**src/rtl/schmitt_trigger_bank.sv**
```systemverilog
// Multi-channel hysteresis filter: optional input synchronizer, then a per-channel
// qualification FSM with independent rise/fall lengths, gated by a sample tick.
module schmitt_trigger_bank #(
  parameter int unsigned p_channels = 4,
  parameter int unsigned p_rise_len = 5,
  parameter int unsigned p_fall_len = 3,
  parameter int unsigned p_sync     = 2
) (
  input  logic                  i_clk,
  input  logic                  i_rst,
  input  logic                  i_tick,
  input  logic [p_channels-1:0] i_in,
  output logic [p_channels-1:0] o_out,
  output logic [p_channels-1:0] o_rise,
  output logic [p_channels-1:0] o_fall,
  output logic [p_channels-1:0] o_busy
);

  localparam int unsigned MAX_LEN = (p_rise_len > p_fall_len) ? p_rise_len : p_fall_len;
  localparam int unsigned CW      = $clog2(MAX_LEN + 1);
  localparam int unsigned SW      = (p_sync > 0) ? $clog2(p_sync + 1) : 1;

  typedef enum logic [2:0] {
    ST_INIT = 3'd0,
    ST_LOW  = 3'd1,
    ST_RISE = 3'd2,
    ST_HIGH = 3'd3,
    ST_FALL = 3'd4
  } state_e;

  logic [p_channels-1:0] s;

  generate
    if (p_sync > 0) begin : g_sync
      logic [p_channels-1:0] sync_q [p_sync];
      logic [p_channels-1:0] sync_d [p_sync];

      always_comb begin
        sync_d[0] = i_in;
        for (int i = 1; i < int'(p_sync); i++) sync_d[i] = sync_q[i-1];
      end

      always_ff @(posedge i_clk) begin
        for (int i = 0; i < int'(p_sync); i++) begin
          if (i_rst) sync_q[i] <= '0;
          else       sync_q[i] <= sync_d[i];
        end
      end

      assign s = sync_q[p_sync-1];
    end else begin : g_bypass
      assign s = i_in;
    end
  endgenerate

  // Shared settle counter: INIT channels wait until the synchronizer has flushed.
  logic [SW-1:0] settle_q, settle_d;
  logic          settle_done;

  assign settle_done = (settle_q == SW'(p_sync));

  always_comb begin
    settle_d = settle_done ? settle_q : settle_q + SW'(1);
  end

  state_e                state_q [p_channels];
  state_e                state_d [p_channels];
  logic [CW-1:0]         cnt_q   [p_channels];
  logic [CW-1:0]         cnt_d   [p_channels];
  logic [p_channels-1:0] out_q, out_d, rise_q, rise_d, fall_q, fall_d, busy_q, busy_d;

  always_comb begin
    out_d  = '0;
    rise_d = '0;
    fall_d = '0;
    busy_d = '0;
    for (int c = 0; c < int'(p_channels); c++) begin
      state_d[c] = state_q[c];
      cnt_d[c]   = cnt_q[c];
      if (i_tick) begin
        case (state_q[c])
          ST_INIT: begin
            if (settle_done) state_d[c] = s[c] ? ST_HIGH : ST_LOW;
            cnt_d[c] = '0;
          end
          ST_LOW: begin
            if (s[c]) begin
              if (p_rise_len == 1) begin
                state_d[c] = ST_HIGH;
                rise_d[c]  = 1'b1;
              end else begin
                state_d[c] = ST_RISE;
                cnt_d[c]   = CW'(1);
              end
            end
          end
          ST_RISE: begin
            if (!s[c]) begin
              state_d[c] = ST_LOW;
              cnt_d[c]   = '0;
            end else if (cnt_q[c] == CW'(p_rise_len - 1)) begin
              state_d[c] = ST_HIGH;
              cnt_d[c]   = '0;
              rise_d[c]  = 1'b1;
            end else begin
              cnt_d[c] = cnt_q[c] + CW'(1);
            end
          end
          ST_HIGH: begin
            if (!s[c]) begin
              if (p_fall_len == 1) begin
                state_d[c] = ST_LOW;
                fall_d[c]  = 1'b1;
              end else begin
                state_d[c] = ST_FALL;
                cnt_d[c]   = CW'(1);
              end
            end
          end
          ST_FALL: begin
            if (s[c]) begin
              state_d[c] = ST_HIGH;
              cnt_d[c]   = '0;
            end else if (cnt_q[c] == CW'(p_fall_len - 1)) begin
              state_d[c] = ST_LOW;
              cnt_d[c]   = '0;
              fall_d[c]  = 1'b1;
            end else begin
              cnt_d[c] = cnt_q[c] + CW'(1);
            end
          end
          default: begin
            state_d[c] = ST_INIT;
            cnt_d[c]   = '0;
          end
        endcase
      end
      // Outputs are derived from the next state so they change with the transition edge.
      out_d[c]  = (state_d[c] == ST_HIGH) || (state_d[c] == ST_FALL);
      busy_d[c] = (state_d[c] == ST_RISE) || (state_d[c] == ST_FALL);
    end
  end

  always_ff @(posedge i_clk) begin
    if (i_rst) begin
      settle_q <= '0;
      out_q    <= '0;
      rise_q   <= '0;
      fall_q   <= '0;
      busy_q   <= '0;
      for (int c = 0; c < int'(p_channels); c++) begin
        state_q[c] <= ST_INIT;
        cnt_q[c]   <= '0;
      end
    end else begin
      settle_q <= settle_d;
      out_q    <= out_d;
      rise_q   <= rise_d;
      fall_q   <= fall_d;
      busy_q   <= busy_d;
      for (int c = 0; c < int'(p_channels); c++) begin
        state_q[c] <= state_d[c];
        cnt_q[c]   <= cnt_d[c];
      end
    end
  end

  assign o_out  = out_q;
  assign o_rise = rise_q;
  assign o_fall = fall_q;
  assign o_busy = busy_q;

endmodule

```
**config.mk**
```make
export PLATFORM = sky130hd
export DESIGN_NAME = schmitt_trigger_bank
export DESIGN_NICKNAME = d
export VERILOG_FILES = /design/src/rtl/schmitt_trigger_bank.sv
export SDC_FILE = /design/constraint.sdc
export NUM_CORES = 1
export LEC_CHECK = 0
export ABC_AREA = 1
export CAP_MARGIN = 20
export CORE_UTILIZATION = 35
export CTS_BUF_LIST = sky130_fd_sc_hd__clkbuf_16
export DETAILED_ROUTE_END_ITERATION = 10
export PLACE_DENSITY = 0.55
export SYNTH_ARGS = -nofsm -noshare
export SYNTH_HDL_FRONTEND = slang
export SYNTH_SLANG_ARGS = --single-unit
```
**constraint.sdc**
```tcl
create_clock -name i_clk -period 4.2 [get_ports i_clk]
set_input_delay 0.84 -clock i_clk [delete_from_list [all_inputs] [get_ports i_clk]]
set_output_delay 0.84 -clock i_clk [all_outputs]
set_load 0.1 [all_outputs]
```
# == Yosys cells after proc, flatten, opt, wreduce, memory -nomap -nowiden ==
# Memories as Yosys holds them, arrays and structs flattened.
# Index checks and enable logic that the tools add are counted.
# totals
word_cells,192
memories,3
in_bits,7
ff_bits,18
out_inout_bits,16
ramBits,32
# memory_table
name,words,width,read_ports,rd_ports_with_merged_regs,write_ports,line_no,source
cnt_q,4,3,4,0,4,68,logic [CW-1:0] cnt_q [p_channels];
state_q,4,3,4,0,4,66,state_e state_q [p_channels];
g_sync.sync_q,2,4,2,0,2,35,logic [p_channels-1:0] sync_q [p_sync];
# op_classes
n_mux,93
reduce_logical,20
eq_ne,37
add_sub_neg,5
n_bitwise,23
# op_table
cell,count
two-way mux 3 bit,68
"equality test 3 x 2 -> 1 bit, second input constant",20
one-hot mux 3 bit (5 select lines),4
one-hot mux 3 bit (4 select lines),4
"equality test 3 bit, second input constant",12
OR reduction 4 bit,8
NOT 1 bit,13
"adder 3 x 1 -> 3 bit, second input constant",4
"equality test 3 x 1 -> 1 bit, second input constant",4
zero test 3 bit,4
two-way mux 1 bit,11
bitwise OR 1 bit,10
logical OR 1 bit,8
two-way mux 2 bit,4
two-way mux 4 bit,2
"adder 2 x 1 -> 2 bit, second input constant",1
"equality test 2 bit, second input constant",1

# == Logic depth before layout (Yosys ltp) ==
# depth
word_depth,7
depth_mapped,12
mapped_depth_nobuf,12

# == Worst setup path before layout ==
# No wires, ideal clock.
# synth_timing
path_type,register to output
startpoint,register busy_q[0] (netlist: o_busy[0])
endpoint,output port o_busy[0]
required_time_ns,3.360
path_stages_with_launch,1
arrival_ns,0.909
path_slack_ns,2.451
path_cell_list,dfxtp_1
# synth_lines
element,line_no,source
"start, declared",70,"logic [p_channels-1:0] out_q, out_d, rise_q, rise_d, fall_q, fall_d, busy_q, busy_d;"
"start signal, assigned",160,busy_q <= busy_d;
"end, declared",16,output logic [p_channels-1:0] o_busy
# No word-level cell between the ends.

# == Worst setup path in the final report ==
# layout_timing
startpoint,register out_q[1] (netlist: o_out[1])
endpoint,output port o_out[1]
# layout_lines
element,line_no,source
"start, declared",70,
"start signal, assigned",157,out_q <= out_d;
"end, declared",13,"output logic [p_channels-1:0] o_out,"
# No word-level cell between the ends.

==> impl_summary.md <==
Synthesis
Sorting the synthesized cells by area gives the leading types as sky130_fd_sc_hd__dfxtp_1, sky130_fd_sc_hd__nand2_1, sky130_fd_sc_hd__nand3_1, sky130_fd_sc_hd__ha_1, sky130_fd_sc_hd__nor2_1. In this run the mean area of a mapped cell was 6.60 um2. The synthesized netlist devotes 7.96% of its cell area to compound gates. Yosys instantiated no cell more often than sky130_fd_sc_hd__nand2_1. The synthesized netlist devotes less than 1% of its cell area to XOR and XNOR gates.

Counting instances in the post-synthesis netlist gives the leading cell types as sky130_fd_sc_hd__nand2_1, sky130_fd_sc_hd__dfxtp_1, sky130_fd_sc_hd__nor2_1. Synthesis inferred 50 register bits. The cell type contributing the most total cell area after synthesis is sky130_fd_sc_hd__dfxtp_1. The count of flip-flops with a built-in enable after synthesis is 0. The share of the Yosys chip area taken by registers is a little under two fifths. The cell area that synthesis handed to floorplanning was 0.00264 mm2. For this run, the number of Yosys warnings is 0. The proportion of netlist area held by the largest area contributor is a little under two fifths. The instance count of the mapped netlist is 400. The post-synthesis async set-or-reset flop share is 0%. The adder-cell share of the synthesized area is 6.64%.

After synthesis, the largest family of logic cells by area is simple AND/OR/NAND/NOR gates. The simple-gate portion of the synthesized area is 36.5%. The distinct cell type count of the synthesized netlist is 24. In the synthesized netlist the dominant register cell turns out to be sky130_fd_sc_hd__dfxtp_1. Counting every net in the synthesized netlist gives 421. The multiplexer area fraction after synthesis is 0%.

Placed design
The HPWL reported at the end of detailed placement is just under 4 mm. The count of input and output buffers is 22. The congestion estimate from routability-driven global placement came to 0.883.

Clocking
Once the clock tree was built, the resizer swapped 0 gates to a different size. The setup fix buffers added after clock tree synthesis is 0. The clock-pin slew on the worst setup and hold paths is 0.07 ns. The clock tree from TritonCTS is built. The buffer depth of the longest clock path is 2. In this run, CTS created clock tree buffers numbering 5. Clock tree synthesis selected as its root buffer the cell sky130_fd_sc_hd__clkbuf_16.

Clock latency on the worst-skew pair, taken at its later pin, is 0.29 ns. The count of clock tree sinks is 50. The number of levels in the clock H-tree is 2. The number of hold buffers added after CTS was 0.

STA
The smallest clock period supported by the final layout is computed as 2.57 ns. Derived from the worst setup path, the maximum achievable clock frequency is 389 MHz. The final sum of negative setup slack is 0 ns. The clock arrives with 0.00580 ns of skew. The slew at the pin with the worst max-slew slack is 0.979 ns. Setup violations remaining at the end of the flow were counted as 0. Headroom to the max-slew limit came out at between 30% and 40%. Setup repair after global routing left no endpoint under its margin. The total count of hold-check failures in the final report came to 0. The max-slew violation count is 0. In the finished design, the share of the clock period the worst path needs comes to 61.2%.

Final layout
The final-stage net count is 441. The repair_antennas step left the layout with diodes totalling 0. The area growth from synthesis to layout is 17.1%. At the end of the flow the core is filled with cells to between 40% and 50%. In the final layout, the share of cells above drive strength 1 is 10.2%.

Run status
The flow ran to the end, and the final reports show no timing, DRC or antenna violations.

Power
Per report_power, the clock group accounts for approximately a third of the total. The reported leakage power is about 1.4 nW. The total power density per cell area is 371 mW/mm2. IR analysis of the VDD net gives a maximum drop of 0.187 mV.

The combinational group share of total power is a little under a fifth. The switching part of the total is 30.9%. The internal portion of the total power is 0.000793 W. For this design the total switching power over the nets is 0.000355 W. The register share of total power is between 40% and 50%.

Floorplanning
The die is roughly 89 um tall. The total area inside the core boundary comes to 0.00725 mm2. The number of top-level pins is 23.

The die covers 0.00789 mm2. The die is 88.9 um wide. The initialized floorplan defines 31 standard-cell rows. Once the floorplan was initialized, standard cells occupied 36.4% of the core.

Setup path
The maximum fanout count along the critical path is 1. The startpoint identified for the worst register-to-register timing path is cnt_q[3][0]. The critical path startpoint category is a flip-flop. The worst setup path startpoint is o_out[1]. The buffer and inverter count on the worst path is 1. The worst path arrival time is 1.73 ns.

The signal on the critical path passes through clkdlybuf4s50_1. For this design, the slowest cell found on the critical path is sky130_fd_sc_hd__clkdlybuf4s50_1. The critical path start-end classification is reg2out. The gate family responsible for the most delay along the worst path is buffers and inverters. The worst setup path is captured at a primary output. At the worst endpoint, the required time is 3.36 ns. In this design, the stage delay of the slowest critical-path cell is roughly 1.1 ns.

Job
Max-cap violations in this run came to 0.

Min path
The worst hold path startpoint is g_sync.sync_q[0][0]. The tightest min-delay check is of the reg2reg type.

Routing
The final wirelength is 5.36 mm. The initial DRC count is about 90. The total iterations of the first detailed-routing run is 4. The vias per cell is 4.56. Dividing the detail-routed wire length by the instance count gives 10.3 um.

The via count is 2,372. The count of nets left with antenna violations once routing finished came out at 0. For this run, design rule violations remaining after detail routing come to 0.

Global route
Entering global routing, the biggest net connects 30 pins. The first-pass GRT wire length is 9.45 mm. The overall overflow remaining after global route is 0.

The number of global-route vias before repair came to 2,180. For this run, the total global-route usage over all layers was measured as 15.3%. The initial antenna violation count is 0.
-- routing by layer --
layer / wire length (um) / part of all wire [%] / track usage (%)
met1: 2800 / 52 / 20.2
met5: 0 / 0 / 0
met4: 59 / 1.1 / 5.28
met3: 174 / 3.2 / 2.71
met2: 2320 / 43 / 25.0
-- stage by stage --
step / hold WS, ns / area (um2) / power (W) / instances / setup slack, ns
after floorplan: 0.388 / 2640 / 0.000705 / 400 / 2.45
after global placement: 0.390 / 2940 / 0.000752 / 512 / 1.42
after detailed placement: 0.393 / 2940 / 0.000753 / 512 / 1.36
after CTS: 0.403 / 3090 / 0.00116 / 520 / 1.61
after global routing: 0.441 / 3090 / 0.00122 / 520 / 1.45
final: 0.403 / 3090 / 0.00115 / 520 / 1.63
-- power by group through the flow --
stage	clock network, W	registers [W]	logic [W]
3_5_place_dp	0	0.000535	0.000218
3_3_place_gp	0	0.000534	0.000217
2_1_floorplan	0	0.000550	0.000155
5_1_grt	0.000438	0.000529	0.000252
6_report	0.000406	0.000524	0.000219
4_1_cts	0.000420	0.000523	0.000219
-- layout by cell type, fill, tap and decap left out --
master and instances:
sky130_fd_sc_hd__o21ai_0 6, sky130_fd_sc_hd__o22ai_1 3, sky130_fd_sc_hd__nor2_4 1, sky130_fd_sc_hd__a211oi_2 1, sky130_fd_sc_hd__ha_1 14, sky130_fd_sc_hd__nor3_1 6
sky130_fd_sc_hd__clkbuf_16 5, sky130_fd_sc_hd__nand3_1 38, sky130_fd_sc_hd__nor4_1 2, sky130_fd_sc_hd__clkinvlp_4 2, sky130_fd_sc_hd__buf_4 1, sky130_fd_sc_hd__clkdlybuf4s50_1 22
sky130_fd_sc_hd__a21oi_1 22, sky130_fd_sc_hd__o21ai_2 1, sky130_fd_sc_hd__xor2_1 2, sky130_fd_sc_hd__dfxtp_1 50, sky130_fd_sc_hd__inv_1 40, sky130_fd_sc_hd__nand4_1 6
sky130_fd_sc_hd__nor2_2 7, sky130_fd_sc_hd__nor3_2 1, sky130_fd_sc_hd__inv_6 1, sky130_fd_sc_hd__o21ai_1 6, sky130_fd_sc_hd__nand2_1 118, sky130_fd_sc_hd__nor2_1 43
sky130_fd_sc_hd__nand2_2 4, sky130_fd_sc_hd__inv_2 19
-- cells by family (layout without fill, tap and decap cells) --
family | after synthesis | in the layout
compound gates | 39 | 39
xor+xnor | 2 | 2
simple gates | 226 | 226
fa+ha+maj | 14 | 14
buf+inv | 69 | 90
flops | 50 | 50
-- registers in the layout (all words and copies together) (netlist names) --
register	cells
cnt_q	12
g_sync.sync_q	8
o_busy	4
o_fall	4
o_out	4
o_rise	4
settle_q	2
state_q	12
-- cell type report --
cell class / count / area, um2
repair buffers: 23 / 228
clock buffers: 5 / 125
clock inverters: 3 / 23.8
flip-flops and latches: 50 / 1000
well taps: 99 / 124
multi-input cells: 281 / 1370
inverters: 59 / 221
fillers: 768 / 4160
-- worst paths after layout --
check	endpoint	slack, ns	cells past startpoint
worst min-delay path	g_sync.sync_q[1][0]	0.40	2
worst min register to register	g_sync.sync_q[1][0]	0.40	2
worst max-delay path	o_out[1]	1.63	1
worst max register to register	o_busy[3]	2.65	11
Power figures use the tool's default switching activity.
